[src/rtl/dec2bin_seq_if.sv]
// Handshake and data bundle between a decimal-entry front end and the BCD-to-binary converter.
// The master drives the request and operand; the slave returns status and the converted result.
interface dec2bin_seq_if #(
    parameter int NDIGITS = 5,
    parameter int BW      = 16
);
    logic                 start;
    logic [4*NDIGITS-1:0] bcd_in;
    logic                 busy;
    logic                 done;
    logic [BW-1:0]        bin_out;
    logic                 err_digit;
    logic                 err_ovf;

    modport master (
        output start,
        output bcd_in,
        input  busy,
        input  done,
        input  bin_out,
        input  err_digit,
        input  err_ovf
    );

    modport slave (
        input  start,
        input  bcd_in,
        output busy,
        output done,
        output bin_out,
        output err_digit,
        output err_ovf
    );
endinterface

[src/rtl/dec2bin_seq.sv]
// Multi-cycle BCD-to-binary converter: Horner accumulation acc = acc*10 + digit, MSD first,
// one digit per clock, with sticky invalid-digit and overflow detection.
module dec2bin_seq #(
    parameter int NDIGITS = 5,
    parameter int BW      = 16
) (
    input  logic         clk,
    input  logic         rst,
    dec2bin_seq_if.slave bus
);
    localparam int AW = BW + 4;
    localparam int SW = 4 * NDIGITS;
    localparam int CW = $clog2(NDIGITS + 1);

    localparam logic [CW-1:0] CNT_LAST = CW'(NDIGITS - 1);
    localparam logic [AW-1:0] BIN_MAX  = {{4{1'b0}}, {BW{1'b1}}};

    typedef enum logic [1:0] {
        ST_IDLE = 2'd0,
        ST_CONV = 2'd1,
        ST_DONE = 2'd2
    } state_t;

    // acc*10 + d as shifts; acc <= 2^BW-1 on entry, so the sum always fits in AW bits.
    function automatic logic [AW-1:0] mac10(input logic [AW-1:0] a, input logic [3:0] d);
        mac10 = {a[AW-4:0], 3'b000} + {a[AW-2:0], 1'b0} + {{(AW-4){1'b0}}, d};
    endfunction

    function automatic logic digit_bad(input logic [3:0] d);
        digit_bad = (d > 4'd9);
    endfunction

    state_t          state_r, state_nxt_s;
    logic [SW-1:0]   shift_r, shift_nxt_s;
    logic [AW-1:0]   acc_r, acc_nxt_s;
    logic [CW-1:0]   cnt_r, cnt_nxt_s;
    logic            dig_bad_r, dig_bad_nxt_s;
    logic            ovf_r, ovf_nxt_s;
    logic [3:0]      digit_s;
    logic [AW-1:0]   sum_s;
    logic            load_out_s;
    logic [BW-1:0]   bin_nxt_s;
    logic            err_digit_nxt_s;
    logic            err_ovf_nxt_s;

    logic            busy_r;
    logic            done_r;
    logic [BW-1:0]   bin_r;
    logic            err_digit_r;
    logic            err_ovf_r;

    assign digit_s = shift_r[SW-1 -: 4];
    assign sum_s   = mac10(acc_r, digit_s);

    // Next-state and datapath update for the IDLE/CONV/DONE sequencer.
    always_comb begin
        state_nxt_s   = state_r;
        shift_nxt_s   = shift_r;
        acc_nxt_s     = acc_r;
        cnt_nxt_s     = cnt_r;
        dig_bad_nxt_s = dig_bad_r;
        ovf_nxt_s     = ovf_r;
        case (state_r)
            ST_IDLE: begin
                if (bus.start) begin
                    state_nxt_s   = ST_CONV;
                    shift_nxt_s   = bus.bcd_in;
                    acc_nxt_s     = {AW{1'b0}};
                    cnt_nxt_s     = {CW{1'b0}};
                    dig_bad_nxt_s = 1'b0;
                    ovf_nxt_s     = 1'b0;
                end else begin
                    state_nxt_s   = ST_IDLE;
                end
            end
            ST_CONV: begin
                shift_nxt_s = {shift_r[SW-5:0], 4'h0};
                if (digit_bad(digit_s)) begin
                    dig_bad_nxt_s = 1'b1;
                end else begin
                    dig_bad_nxt_s = dig_bad_r;
                end
                // Once saturated the accumulator freezes so it stays inside the safe width.
                if (!ovf_r) begin
                    acc_nxt_s = sum_s;
                    if (sum_s > BIN_MAX) begin
                        ovf_nxt_s = 1'b1;
                    end else begin
                        ovf_nxt_s = 1'b0;
                    end
                end else begin
                    acc_nxt_s = acc_r;
                    ovf_nxt_s = 1'b1;
                end
                cnt_nxt_s = cnt_r + CW'(1'b1);
                if (cnt_r == CNT_LAST) begin
                    state_nxt_s = ST_DONE;
                end else begin
                    state_nxt_s = ST_CONV;
                end
            end
            ST_DONE: begin
                state_nxt_s = ST_IDLE;
            end
            default: begin
                state_nxt_s = ST_IDLE;
            end
        endcase
    end

    // Result selection, applied on the edge that enters DONE; invalid digits outrank overflow.
    always_comb begin
        load_out_s      = (state_r == ST_CONV) && (state_nxt_s == ST_DONE);
        bin_nxt_s       = {BW{1'b0}};
        err_digit_nxt_s = 1'b0;
        err_ovf_nxt_s   = 1'b0;
        if (dig_bad_nxt_s) begin
            bin_nxt_s       = {BW{1'b0}};
            err_digit_nxt_s = 1'b1;
        end else if (ovf_nxt_s) begin
            bin_nxt_s       = {BW{1'b1}};
            err_ovf_nxt_s   = 1'b1;
        end else begin
            bin_nxt_s       = acc_nxt_s[BW-1:0];
        end
    end

    // Sequencer and datapath registers.
    always_ff @(posedge clk) begin
        if (rst) begin
            state_r   <= ST_IDLE;
            shift_r   <= {SW{1'b0}};
            acc_r     <= {AW{1'b0}};
            cnt_r     <= {CW{1'b0}};
            dig_bad_r <= 1'b0;
            ovf_r     <= 1'b0;
        end else begin
            state_r   <= state_nxt_s;
            shift_r   <= shift_nxt_s;
            acc_r     <= acc_nxt_s;
            cnt_r     <= cnt_nxt_s;
            dig_bad_r <= dig_bad_nxt_s;
            ovf_r     <= ovf_nxt_s;
        end
    end

    // Registered status and held result outputs.
    always_ff @(posedge clk) begin
        if (rst) begin
            busy_r      <= 1'b0;
            done_r      <= 1'b0;
            bin_r       <= {BW{1'b0}};
            err_digit_r <= 1'b0;
            err_ovf_r   <= 1'b0;
        end else begin
            busy_r <= (state_nxt_s != ST_IDLE);
            done_r <= (state_nxt_s == ST_DONE);
            if (load_out_s) begin
                bin_r       <= bin_nxt_s;
                err_digit_r <= err_digit_nxt_s;
                err_ovf_r   <= err_ovf_nxt_s;
            end else begin
                bin_r       <= bin_r;
                err_digit_r <= err_digit_r;
                err_ovf_r   <= err_ovf_r;
            end
        end
    end

    assign bus.busy      = busy_r;
    assign bus.done      = done_r;
    assign bus.bin_out   = bin_r;
    assign bus.err_digit = err_digit_r;
    assign bus.err_ovf   = err_ovf_r;

endmodule

[src/flat_wrapper.sv]
// flat-port wrapper written by rule: the top's interface ports become plain ports
module dec2bin_seq_flat 
#(
    parameter int NDIGITS = 5,
    parameter int BW      = 16
)
  (clk, rst, bus_start, bus_bcd_in, bus_busy, bus_done, bus_bin_out, bus_err_digit, bus_err_ovf);
  dec2bin_seq_if #(.NDIGITS(NDIGITS), .BW(BW)) bus_i ();
  input  logic clk;
  input  logic rst;
  input wire logic [$bits(bus_i.start)-1:0] bus_start;
  input wire logic [$bits(bus_i.bcd_in)-1:0] bus_bcd_in;
  output wire logic [$bits(bus_i.busy)-1:0] bus_busy;
  output wire logic [$bits(bus_i.done)-1:0] bus_done;
  output wire logic [$bits(bus_i.bin_out)-1:0] bus_bin_out;
  output wire logic [$bits(bus_i.err_digit)-1:0] bus_err_digit;
  output wire logic [$bits(bus_i.err_ovf)-1:0] bus_err_ovf;
  assign bus_i.start = bus_start;
  assign bus_i.bcd_in = bus_bcd_in;
  assign bus_busy = bus_i.busy;
  assign bus_done = bus_i.done;
  assign bus_bin_out = bus_i.bin_out;
  assign bus_err_digit = bus_i.err_digit;
  assign bus_err_ovf = bus_i.err_ovf;
  dec2bin_seq #(.NDIGITS(NDIGITS), .BW(BW)) u_core (.clk(clk), .rst(rst), .bus(bus_i));
endmodule
[config.mk]
export PLATFORM = sky130hd
export DESIGN_NAME = dec2bin_seq_flat
export DESIGN_NICKNAME = d
export VERILOG_FILES = /design/src/rtl/dec2bin_seq_if.sv /design/src/rtl/dec2bin_seq.sv /design/src/flat_wrapper.sv
export SDC_FILE = /design/constraint.sdc
export NUM_CORES = 1
export LEC_CHECK = 0
export CAP_MARGIN = 10
export CORE_MARGIN = 4
export CORE_UTILIZATION = 60
export CTS_CLUSTER_DIAMETER = 120
export DETAILED_ROUTE_END_ITERATION = 8
export PLACE_DENSITY = 0.94
export SLEW_MARGIN = 20
export SYNTH_ARGS = -nofsm -noshare
export SYNTH_HDL_FRONTEND = slang
export SYNTH_SLANG_ARGS = --single-unit
[constraint.sdc]
create_clock -name clk -period 5.4 [get_ports clk]
set_input_delay 1.08 -clock clk [delete_from_list [all_inputs] [get_ports clk]]
set_output_delay 1.08 -clock clk [all_outputs]
set_load 0.03 [all_outputs]
==> flow_metrics.tcl <==
set metrics [dict create \
    reg2regPathDepth 10 \
    rsz0062_at_grt "false" \
    routed_wl_um 9260 \
    root_buffer "clkbuf_8" \
    required_ns 5.62 \
    gr-usage-met3 0.0608 \
    path_class "flop to flop" \
    cts_tree "built" \
    rrSetupSlack_ns 1.69 \
    fmax_mhz 270 \
    rows 28 \
    post_cts_buffers 0 \
    status "finished, final reports clean" \
    synth_cells 417 \
    antenna_found_initial 0 \
    tightest_slew_ns 1.12 \
    numCtsBuffers 9 \
    skew_ns 0.00494 \
    final_cell_mix "66 x dfxtp_1, 48 x nor2_1, 42 x clkdlybuf4s50_1" \
    syn2layout_area_growth_pct 17.2 \
    path_max_fanout 14 \
    worst_hold_path.endpoint "u_core.bus.err_ovf" \
    cts_buffer_depth 2 \
    grt_pass1_vias 3361 \
    htree_levels 3 \
    placed_area_sq_um 4140 \
    wire_per_inst_um 17.4 \
    chipHeight_um 86.5 \
    die_w_um 86.5 \
    hold_violations 0 \
    ir_worst_vdd_uv 200 \
    hold_buffers 0 \
    viasPerCell 6.39 \
    drtPass1Iterations 5 \
    r2r_start "u_core.acc_r[0]" \
    synthesis.area_sq_um 3700 \
    die_area_sq_um 7480 \
    post_cts_resized 0 \
    yosys_warnings 0 \
    clk-insertion-delay-late_ns 0.34 \
    slew_headroom 0.250 \
    r2r_end "u_core.bus.bin_out[6]" \
    clkTransAtPathRegs_ns 0.07 \
    nNetsFinal 514 \
    hold_class "flop to flop" \
    num-fill-cells 440 \
    synth_fp_nets 478 \
    holdPathStages 1 \
    drc_errors 0 \
    powerDensity_nw_per_um2 239 \
    hold_slack_ns 0.458 \
    slew_violations 0 \
    synth.ff_latch_count 66 \
    grt.total_usage 0.259 \
    grt.busiest_layer "met2" \
    crit_arrival_ns 3.93 \
    antenna_cells 0 \
    antenna_left 0 \
    yosysUniqueCellTypes 54 \
    synthFlopType "dfxtp_1" \
    hpwlAfterDp_um 6560 \
    post_route_cells_drive_above_1_share 0.0635 \
    cp-end-kind "flop" \
    leakage_nw 1.83 \
    layout_commonest_cell "dfxtp_1" \
    use_met2 0.463 \
    portBuffers 42 \
    period_minus_slack_ns 3.71 \
    drt_iter0_drc 276 \
    tns_ns 0 \
    start_util 0.621 \
    pin_count 43 \
    synth.yosys.seq_area_share 0.357 \
    gp_congestion 0.907 \
    met1_usage 0.301 \
    synth_edf_count 0 \
    clock_sinks 66 \
    synthArstFlopShare 0 \
    core-area_sq_um 5960 \
    hp-start "u_core.bus.err_ovf" \
    timing.final.crit_share 0.686 \
    design_area_sq_um 4330 \
    drv_cap 0 \
    grt_max_degree 49 \
    dr_total_vias 3400 \
    start_kind "flop" \
    seq_area_sq_um 1320 \
    post_layout_nonfiller_instances 532 \
    grt_pass1_wl_um 15600 \
    multi_input_area_sq_um 2180 \
    dp_cells 517 \
    setup_violations 0 \
    avgSynthCellArea_sq_um 8.86 \
    gr-total-overflow 0 \
]
[layer usage]
metal,share of wire,up-vias,wire length [um]
met5,0,-,0
met4,0.022,0,207
met3,0.056,18,514
met2,0.51,141,4750
met1,0.41,1622,3790
li1,-,1619,-
[kinds of logic (layout without fill, tap and decap cells)]
group,Yosys count,count (layout),synth area share
AND/OR/NAND/NOR,109,109,0.134
buffers and inverters,50,90,0.0555
AO/OA/AOI/OAI,137,137,0.279
XOR/XNOR,14,14,0.0332
flip-flops,66,66,0.357
multiplexers,3,3,0.00812
adder cells (fa/ha/maj),38,38,0.133
[worst max-delay path by stage]
stage	start	to	slack, ns	cells past startpoint
after floorplan	u_core.acc_r[0]	u_core.bus.bin_out[0]	2.21	12
after global placement	bus_start	u_core.bus.bin_out[9]	1.62	7
after detailed placement	bus_start	u_core.bus.bin_out[9]	1.50	7
after CTS	u_core.acc_r[0]	u_core.bus.bin_out[6]	1.73	10
after global routing	u_core.acc_r[2]	u_core.bus.bin_out[10]	1.46	10
final	u_core.acc_r[0]	u_core.bus.bin_out[6]	1.69	10
[state kept, by name, summed over array words and instances, names as in the netlist]
| name | count |
|---|---|
| u_core.bus.busy | 1 |
| u_core.bus.bin_out | 16 |
| u_core.bus.err_digit | 1 |
| u_core.cnt_r | 3 |
| u_core.shift_r | 20 |
| u_core.acc_r | 19 |
| u_core.bus.err_ovf | 1 |
| u_core.bus.done | 1 |
| u_core.ovf_r | 1 |
| u_core.dig_bad_r | 1 |
| u_core.state_r | 2 |
[area by class of cell]
cell class | count | share of cell area
clock buffer | 12 | 0.0335
clock inverter | 3 | 0.00924
inverter | 31 | 0.0269
sequential | 66 | 0.305
timing repair buffer | 44 | 0.100
multi-input combinational | 301 | 0.503
tap | 75 | 0.0217
[synthesized netlist by cell type, drive strengths merged, types with 2 or more instances]
master,number,area share
dfxtp,66,0.36
nor2,50,0.051
ha,36,0.12
inv,29,0.029
nand2,25,0.025
a21oi,19,0.027
a221oi,18,0.043
o21ai,18,0.025
o22ai,17,0.029
clkbuf,16,0.017
a22oi,14,0.028
xnor2,10,0.024
a211o,7,0.017
a221o,7,0.019
nand3,7,0.011
a211oi,6,0.015
o21a,6,0.012
a21o,5,0.010
a31oi,5,0.010
and2,5,0.0085
and3,4,0.0085
nor3,4,0.0054
nor3b,4,0.0081
o211ai,4,0.012
xor2,4,0.0095
buf,3,0.0074
mux2i,3,0.0081
nor2b,3,0.0051
a2bb2oi,2,0.0047
clkinv,2,0.0020
fa,2,0.011
nand2b,2,0.0034
nand4,2,0.0034
nor4,2,0.0034
o31ai,2,0.0041
[worst max-delay path: stages, from the launching register on]
cell and delay [ns]:
dfxtp_1 0.38, inv_1 0.08, fa_1 0.52, fa_1 0.49, nor2b_1 0.21, o211ai_1 0.15
a211oi_2 0.41, a211oi_1 0.20, a2111oi_4 0.33, a31oi_2 0.41, a211o_1 0.40
[where the power goes]
| group | switching [mW] | internal, mW | leakage (nW) |
|---|---|---|---|
| Combinational | 0.0674 | 0.0501 | 1.19 |
| Sequential | 0.0123 | 0.504 | 0.537 |
| Clock | 0.179 | 0.222 | 0.0962 |
| Total | 0.258 | 0.777 | 1.83 |
[stage by stage]
stage,worst slack [ns],power [mW],utilization
after CTS,1.73,1.04,0.726
after detailed placement,1.50,0.640,0.695
after global routing,1.46,1.07,0.728
after global placement,1.62,0.635,0.695
final,1.69,1.03,0.728
after floorplan,2.21,0.601,-
Note: power is estimated with default switching activity, not from simulation.
